`config.mk`:
```
export PLATFORM = sky130hd
export DESIGN_NAME = uart_rx_sampler
export DESIGN_NICKNAME = d
export VERILOG_FILES = /design/src/rtl/uart_pkg.sv /design/src/rtl/uart_rx_sync.sv /design/src/rtl/uart_rx_sampler.sv
export SDC_FILE = /design/constraint.sdc
export NUM_CORES = 1
export LEC_CHECK = 0
export ABC_AREA = 1
export ABC_CLOCK_PERIOD_IN_PS = 1500
export CORE_UTILIZATION = 48
export DETAILED_ROUTE_END_ITERATION = 8
export PLACE_DENSITY = 0.68
export SLEW_MARGIN = 25
export SYNTH_ARGS = -nofsm -noshare
export SYNTH_HDL_FRONTEND = slang
export SYNTH_HIERARCHICAL = 1
export SYNTH_SLANG_ARGS = --single-unit
```
`constraint.sdc`:
```
create_clock -name clk -period 1.5 [get_ports clk]
set_clock_uncertainty 0.2 [all_clocks]
set_input_delay 0.3 -clock clk [delete_from_list [all_inputs] [get_ports clk]]
set_output_delay 0.3 -clock clk [all_outputs]
set_load 0.01 [all_outputs]
```
`src/rtl/uart_pkg.sv`:
```
// Shared types, default constants and the majority-vote helper for the UART receive path.
package uart_pkg;

   localparam int unsigned OVERSAMPLE_DEF = 16;
   localparam int unsigned DATA_BITS_DEF  = 8;

   typedef enum logic [2:0] {
      S_IDLE   = 3'd0,
      S_START  = 3'd1,
      S_DATA   = 3'd2,
      S_PARITY = 3'd3,
      S_STOP   = 3'd4
   } rx_state_t;

   function automatic logic maj3(input logic a, input logic b, input logic c);
      return (a & b) | (a & c) | (b & c);
   endfunction

endpackage

```
`src/rtl/uart_rx_sync.sv`:
```
// Two-flop synchroniser on the serial line plus a tick-qualified falling-edge detector.
module uart_rx_sync (
   input  logic clk,
   input  logic rst_n,
   input  logic tick,
   input  logic rx,
   output logic rx_s,
   output logic fall
);

   logic r_meta;
   logic r_sync;
   logic r_rx_prev;

   // Idle-high reset so a quiet line never looks like a start edge.
   always_ff @(posedge clk) begin
      if (!rst_n) begin
         r_meta    <= 1'b1;
         r_sync    <= 1'b1;
         r_rx_prev <= 1'b1;
      end else begin
         r_meta <= rx;
         r_sync <= r_meta;
         if (tick) r_rx_prev <= r_sync;
      end
   end

   assign rx_s = r_sync;
   assign fall = tick & r_rx_prev & ~r_sync;

endmodule

```
`src/rtl/uart_rx_sampler.sv`:
```
// UART RX oversampling front-end: start validation, mid-bit 3-sample vote, stop/parity check.
// Optional parity bit is built when UART_RX_PARITY_EN is defined.
module uart_rx_sampler
   import uart_pkg::*;
#(
   parameter int unsigned OVERSAMPLE = OVERSAMPLE_DEF,
   parameter int unsigned DATA_BITS  = DATA_BITS_DEF,
   parameter int unsigned PARITY_ODD = 0
) (
   input  logic clk,
   input  logic rst_n,
   input  logic tick,
   input  logic rx,
   output logic sample,
   output logic rx_bit,
   output logic frame_start,
   output logic frame_done,
   output logic frame_err,
   output logic parity_err,
   output logic busy
);

   localparam int unsigned OS_W  = $clog2(OVERSAMPLE);
   localparam int unsigned BIT_W = $clog2(DATA_BITS);
   localparam int unsigned MID   = OVERSAMPLE / 2;
   localparam logic [OS_W-1:0]  OS_LO    = OS_W'(MID - 1);
   localparam logic [OS_W-1:0]  OS_MID   = OS_W'(MID);
   localparam logic [OS_W-1:0]  OS_HI    = OS_W'(MID + 1);
   localparam logic [OS_W-1:0]  OS_LAST  = OS_W'(OVERSAMPLE - 1);
   localparam logic [BIT_W-1:0] BIT_LAST = BIT_W'(DATA_BITS - 1);

   rx_state_t        r_state, w_state_nxt;
   logic [OS_W-1:0]  r_os_cnt, w_os_nxt;
   logic [BIT_W-1:0] r_bit_cnt, w_bit_nxt;
   logic             r_v0, w_v0_nxt;
   logic             r_v1, w_v1_nxt;
   logic             r_sample, w_sample_nxt;
   logic             r_rx_bit, w_rx_bit_nxt;
   logic             r_start, w_start_nxt;
   logic             r_done, w_done_nxt;
   logic             r_ferr, w_ferr_nxt;
   logic             r_perr, w_perr_nxt;
   logic             r_busy;
`ifdef UART_RX_PARITY_EN
   logic             r_par, w_par_nxt;
   logic             r_pflag, w_pflag_nxt;
`endif

   logic w_rx_s;
   logic w_fall;
   logic w_vote;
   logic w_decide;
   logic w_bit_end;

   uart_rx_sync u_sync (
      .clk   (clk),
      .rst_n (rst_n),
      .tick  (tick),
      .rx    (rx),
      .rx_s  (w_rx_s),
      .fall  (w_fall)
   );

   // Third vote sample is the live synchronised value on the decision tick.
   assign w_vote    = maj3(r_v0, r_v1, w_rx_s);
   assign w_decide  = tick && (r_os_cnt == OS_HI);
   assign w_bit_end = tick && (r_os_cnt == OS_LAST);

   always_ff @(posedge clk) begin
      if (!rst_n) begin
         r_state   <= S_IDLE;
         r_os_cnt  <= '0;
         r_bit_cnt <= '0;
         r_v0      <= 1'b1;
         r_v1      <= 1'b1;
         r_sample  <= 1'b0;
         r_rx_bit  <= 1'b0;
         r_start   <= 1'b0;
         r_done    <= 1'b0;
         r_ferr    <= 1'b0;
         r_perr    <= 1'b0;
         r_busy    <= 1'b0;
`ifdef UART_RX_PARITY_EN
         r_par     <= 1'b0;
         r_pflag   <= 1'b0;
`endif
      end else begin
         r_state   <= w_state_nxt;
         r_os_cnt  <= w_os_nxt;
         r_bit_cnt <= w_bit_nxt;
         r_v0      <= w_v0_nxt;
         r_v1      <= w_v1_nxt;
         r_sample  <= w_sample_nxt;
         r_rx_bit  <= w_rx_bit_nxt;
         r_start   <= w_start_nxt;
         r_done    <= w_done_nxt;
         r_ferr    <= w_ferr_nxt;
         r_perr    <= w_perr_nxt;
         r_busy    <= (w_state_nxt != S_IDLE);
`ifdef UART_RX_PARITY_EN
         r_par     <= w_par_nxt;
         r_pflag   <= w_pflag_nxt;
`endif
      end
   end

   always_comb begin
      w_state_nxt  = r_state;
      w_os_nxt     = r_os_cnt;
      w_bit_nxt    = r_bit_cnt;
      w_v0_nxt     = r_v0;
      w_v1_nxt     = r_v1;
      w_sample_nxt = 1'b0;
      w_rx_bit_nxt = 1'b0;
      w_start_nxt  = 1'b0;
      w_done_nxt   = 1'b0;
      w_ferr_nxt   = 1'b0;
      w_perr_nxt   = 1'b0;
`ifdef UART_RX_PARITY_EN
      w_par_nxt    = r_par;
      w_pflag_nxt  = r_pflag;
`endif

      if (tick && (r_state != S_IDLE)) begin
         w_os_nxt = r_os_cnt + OS_W'(1);
         if (r_os_cnt == OS_LO)  w_v0_nxt = w_rx_s;
         if (r_os_cnt == OS_MID) w_v1_nxt = w_rx_s;
      end

      unique case (r_state)
         S_IDLE: begin
            // Edge tick counts as os 0 of the start bit.
            if (w_fall) begin
               w_state_nxt = S_START;
               w_os_nxt    = OS_W'(1);
            end
         end
         S_START: begin
            if (w_decide) begin
               if (w_vote) begin
                  w_state_nxt = S_IDLE;
               end else begin
                  w_start_nxt = 1'b1;
`ifdef UART_RX_PARITY_EN
                  w_par_nxt   = 1'b0;
                  w_pflag_nxt = 1'b0;
`endif
               end
            end else if (w_bit_end) begin
               w_state_nxt = S_DATA;
               w_os_nxt    = '0;
               w_bit_nxt   = '0;
            end
         end
         S_DATA: begin
            if (w_decide) begin
               w_sample_nxt = 1'b1;
               w_rx_bit_nxt = w_vote;
`ifdef UART_RX_PARITY_EN
               w_par_nxt    = r_par ^ w_vote;
`endif
            end else if (w_bit_end) begin
               w_os_nxt = '0;
               if (r_bit_cnt == BIT_LAST) begin
`ifdef UART_RX_PARITY_EN
                  w_state_nxt = S_PARITY;
`else
                  w_state_nxt = S_STOP;
`endif
               end else begin
                  w_bit_nxt = r_bit_cnt + BIT_W'(1);
               end
            end
         end
`ifdef UART_RX_PARITY_EN
         S_PARITY: begin
            if (w_decide) begin
               w_pflag_nxt = w_vote ^ r_par ^ 1'(PARITY_ODD);
            end else if (w_bit_end) begin
               w_state_nxt = S_STOP;
               w_os_nxt    = '0;
            end
         end
`endif
         S_STOP: begin
            // Leave at the decision so a back-to-back start edge is not missed.
            if (w_decide) begin
               w_done_nxt  = 1'b1;
               w_ferr_nxt  = ~w_vote;
`ifdef UART_RX_PARITY_EN
               w_perr_nxt  = r_pflag;
`endif
               w_state_nxt = S_IDLE;
            end
         end
         default: w_state_nxt = S_IDLE;
      endcase
   end

   assign sample      = r_sample;
   assign rx_bit      = r_rx_bit;
   assign frame_start = r_start;
   assign frame_done  = r_done;
   assign frame_err   = r_ferr;
   assign parity_err  = r_perr;
   assign busy        = r_busy;

endmodule

```
==> flow_summary_export.csv, run 1 <==
group,metric,value,unit
grt,first_global_vias,759,
routing,drt_iter0_drc,16,
routing,wl_per_cell,10.7,um
pwr,p_seq_share,59.7,%
synth,synthesis.area,0.00103,mm2
placed_design,globalplace.congestion,0.877,
layout,areaGrowthSynthToFinish,19.9,%
clock_network,post_cts_buffers,0,
clock_network,worstSkewPairLatency,310,ps
placed_design,dp_hpwl,1490,um
pwr,power_frac_clock,28.3,%
routing,via_per_inst,4.90,
floorplanning,core-area,0.00198,mm2
floorplanning,rows,16,
pwr,p_per_area,807,mW/mm2
synth,ys_ff_latch,21,
floorplanning,start_util,51.8,%
routing,drcViolationCount,0,
layout,stdcell_count,185,
synth,yosysTopAreaCellShare,41.0,%
clock_network,cts_tree,"yes",
placed_design,io_buffer_count,9,
floorplanning,ioPinCount,11,
synth,synth_seq_area_share,41.0,%
hold_path,hold_path_class,"reg -> reg",
routing,vias,906,
pwr,intPower,0.723,mW
clock_network,cts_sinks,21,
sta,max_freq,667,MHz
routing,drt_wl_total,1980,um
pwr,netSwitchingPower,0.270,mW
clock_network,cts_root_buffer,"clkbuf_4",
floorplanning,dieWidth,48.2,um
floorplanning,dieArea,0.00233,mm2
placed_design,place_inst,181,
synth,synth_top_area_cell,"dfxtp_1",
sta,hold_violations,0,
layout,nets,168,
setup_path,arrival,1540,ps
setup_path,cp-start-kind,"register",
pwr,p_leak,0.629,nW
clock_network,cts_buffer_depth,2,
grt,globalRouteOverflowTotal,0,
synth,synth.distinct_cells,24,
run,max_cap_viol_count,0,
synth,synth_cells,143,
synth,syn_area_per_cell,7.17,um2
setup_path,criticalPathCategory,"reg -> reg",
hold_path,min_path_cells,2,
sta,setup_violations,0,
pwr,p_comb_share,12.0,%
floorplanning,die_y,48.2,um
pwr,vdd_drop_max,0.447,mV
grt,grt_pass1_wl,3130,um
synth,synthTopCellsByArea,"dfxtp_1, nand2_1, inv_1",
setup_path,r2r_cells,6,
clock_network,cts_made_buffers,3,
synth,synthesis.nets,152,
grt,grt_max_degree,13,
routing,firstDrtPassIters,4,
routing,ant_nets,0,
grt,track_usage,19.9,%
pwr,power,0.993,mW
clock_network,cts_hold_buf,0,
layout,n_antenna_cell,0,
grt,antenna_found_initial,0,
setup_path,required,1540,ps
setup_path,cp_max_fo,3,
layout,drive_gt1_share,22.2,%
sta,grt_setup_unrepaired,"yes",
setup_path,critPathCaptureType,"register",
sta,setup-tns-final,0,ps
layout,fill_cells,186,
run_status,status,"complete, no violations",
clock_network,clk_pin_slew_worst_paths,120,ps
sta,drv_slew,0,
sta,fin_crit,1500,ps
synth,yosysWarnings,6,
sta,period_share,100,%
clock_network,htree_levels,1,
pwr,p_sw_share,27.2,%
-- cells in the mapped netlist --
library cell,number
buf_2,1
nand3_1,12
nand3_2,2
clkinv_2,1
conb_1,1
o21ai_0,5
buf_6,1
buf_4,1
nor2_2,3
ha_1,5
nand3b_1,1
nand2_4,1
inv_2,1
nand2_2,6
nand2_1,38
dfxtp_1,21
o21ai_1,1
nor2_1,14
nor3_1,4
inv_1,18
nand4_1,2
nor3b_1,1
a21oi_1,2
xor2_1,1
-- layout by cell type, fill, tap and decap left out --
cell type         n
o21ai_1           2
ha_2              1
ha_4              2
nor2_1           13
clkdlybuf4s50_1   2
a21oi_1           1
nand4_1           2
nand2_4           2
o21ai_0           4
nor2_2            4
clkbuf_4          3
nand3_2           2
dfxtp_2           5
inv_1            17
nor3b_1           1
xor2_1            1
ha_1              2
buf_4             5
clkinv_2          2
dlygate4sd2_1     7
dfxtp_1          16
nor3_1            4
nand2_2           6
inv_2             2
nand3b_1          1
nand2_1          37
nand3_1          12
a21oi_2           1
conb_1            1
-- timing repair --
action | 4_1_cts | 5_1_grt
endpoints found under the setup margin | 11 | 9
pin swaps | 4 | 4
gates resized for setup | 11 | 12
-- worst max-delay path, stage by stage, from the launching register on --
cell      delay [ps]
dfxtp_2          360
ha_4             160
ha_4             150
nand3b_1         170
nor2_2           170
nand2_1           90
a21oi_2          140
-- kinds of logic (layout without fill, tap and decap cells) --
group,Yosys count,count (layout),synth area share [%]
AO/OA/AOI/OAI,8,8,3.90
XOR/XNOR,1,1,0.854
adder cells (fa/ha/maj),5,5,6.10
buffers and inverters,23,38,9.75
flip-flops,21,21,41.0
other,1,1,0.366
AND/OR/NAND/NOR,84,84,38.1
-- layer usage --
metal / share of wire, % / GRT usage (%) / vias up
met1: 48 / 25.5 / 417
met3: 2.4 / 4.81 / 4
met4: 1.2 / 7.78 / 0
met2: 48 / 32.0 / 14
met5: 0 / 0 / -
li1: - / - / 471
-- final timing paths --
kind              slack [ps]                        end                       from
setup reg to reg         0.5  r_bit_cnt[1]$_SDFFE_PN0P_  r_bit_cnt[0]$_SDFFE_PN0P_
setup / recovery         0.5  r_bit_cnt[1]$_SDFFE_PN0P_  r_bit_cnt[0]$_SDFFE_PN0P_
hold reg to reg          240     u_sync/rx_s$_SDFF_PN1_   u_sync/r_meta$_SDFF_PN1_
hold / removal           240     u_sync/rx_s$_SDFF_PN1_   u_sync/r_meta$_SDFF_PN1_
-- final cells by class --
type	instances	area (um2)	area share, %
Multi-Input combinational cell	99	547	44.5
Tap cell	27	33.8	2.75
Sequential cell	21	427	34.7
Clock inverter	1	5.00	0.407
Timing Repair Buffer	14	119	9.66
Inverter	20	76.3	6.21
Clock buffer	3	22.5	1.83
-- metrics by stage --
step           util [%]  hold slack (ps)  setup WS (ps)  cell area, um2
4_1_cts            60.2              236           12.7            1190
6_report           62.1              238          0.486            1230
5_1_grt            62.1              265          -69.8            1230
3_3_place_gp       58.7              190           -355            1160
3_5_place_dp       58.7              194           -370            1160
2_1_floorplan         -              169            112            1030
-- state kept, by name (all words and copies together) (netlist names) --
register          flops
u_sync/rx_s           1
r_state               3
r_bit_cnt             3
sample                1
frame_err             1
r_os_cnt              4
r_v1                  1
u_sync/r_meta         1
frame_done            1
busy                  1
frame_start           1
r_v0                  1
rx_bit                1
u_sync/r_rx_prev      1
-- power by group through the flow --
stage | registers [mW] | clock network (mW) | logic [mW]
2_1_floorplan | 0.599 | 0 | 0.0851
3_3_place_gp | 0.604 | 0 | 0.117
3_5_place_dp | 0.604 | 0 | 0.120
4_1_cts | 0.591 | 0.286 | 0.118
5_1_grt | 0.595 | 0.319 | 0.136
6_report | 0.593 | 0.281 | 0.119
Power figures use the tool's default switching activity.
==> run 2, diff against run 1 <==
- CTS_CLUSTER_DIAMETER: unset -> 50
==> results of run 2 <==
No change in the layout: final DEF, timing and power equal those of run 1.
==> run 3, diff against run 2 <==
- HOLD_SLACK_MARGIN: unset -> 0.02
==> results of run 3 <==
No change in the layout: final DEF, timing and power equal those of run 1.
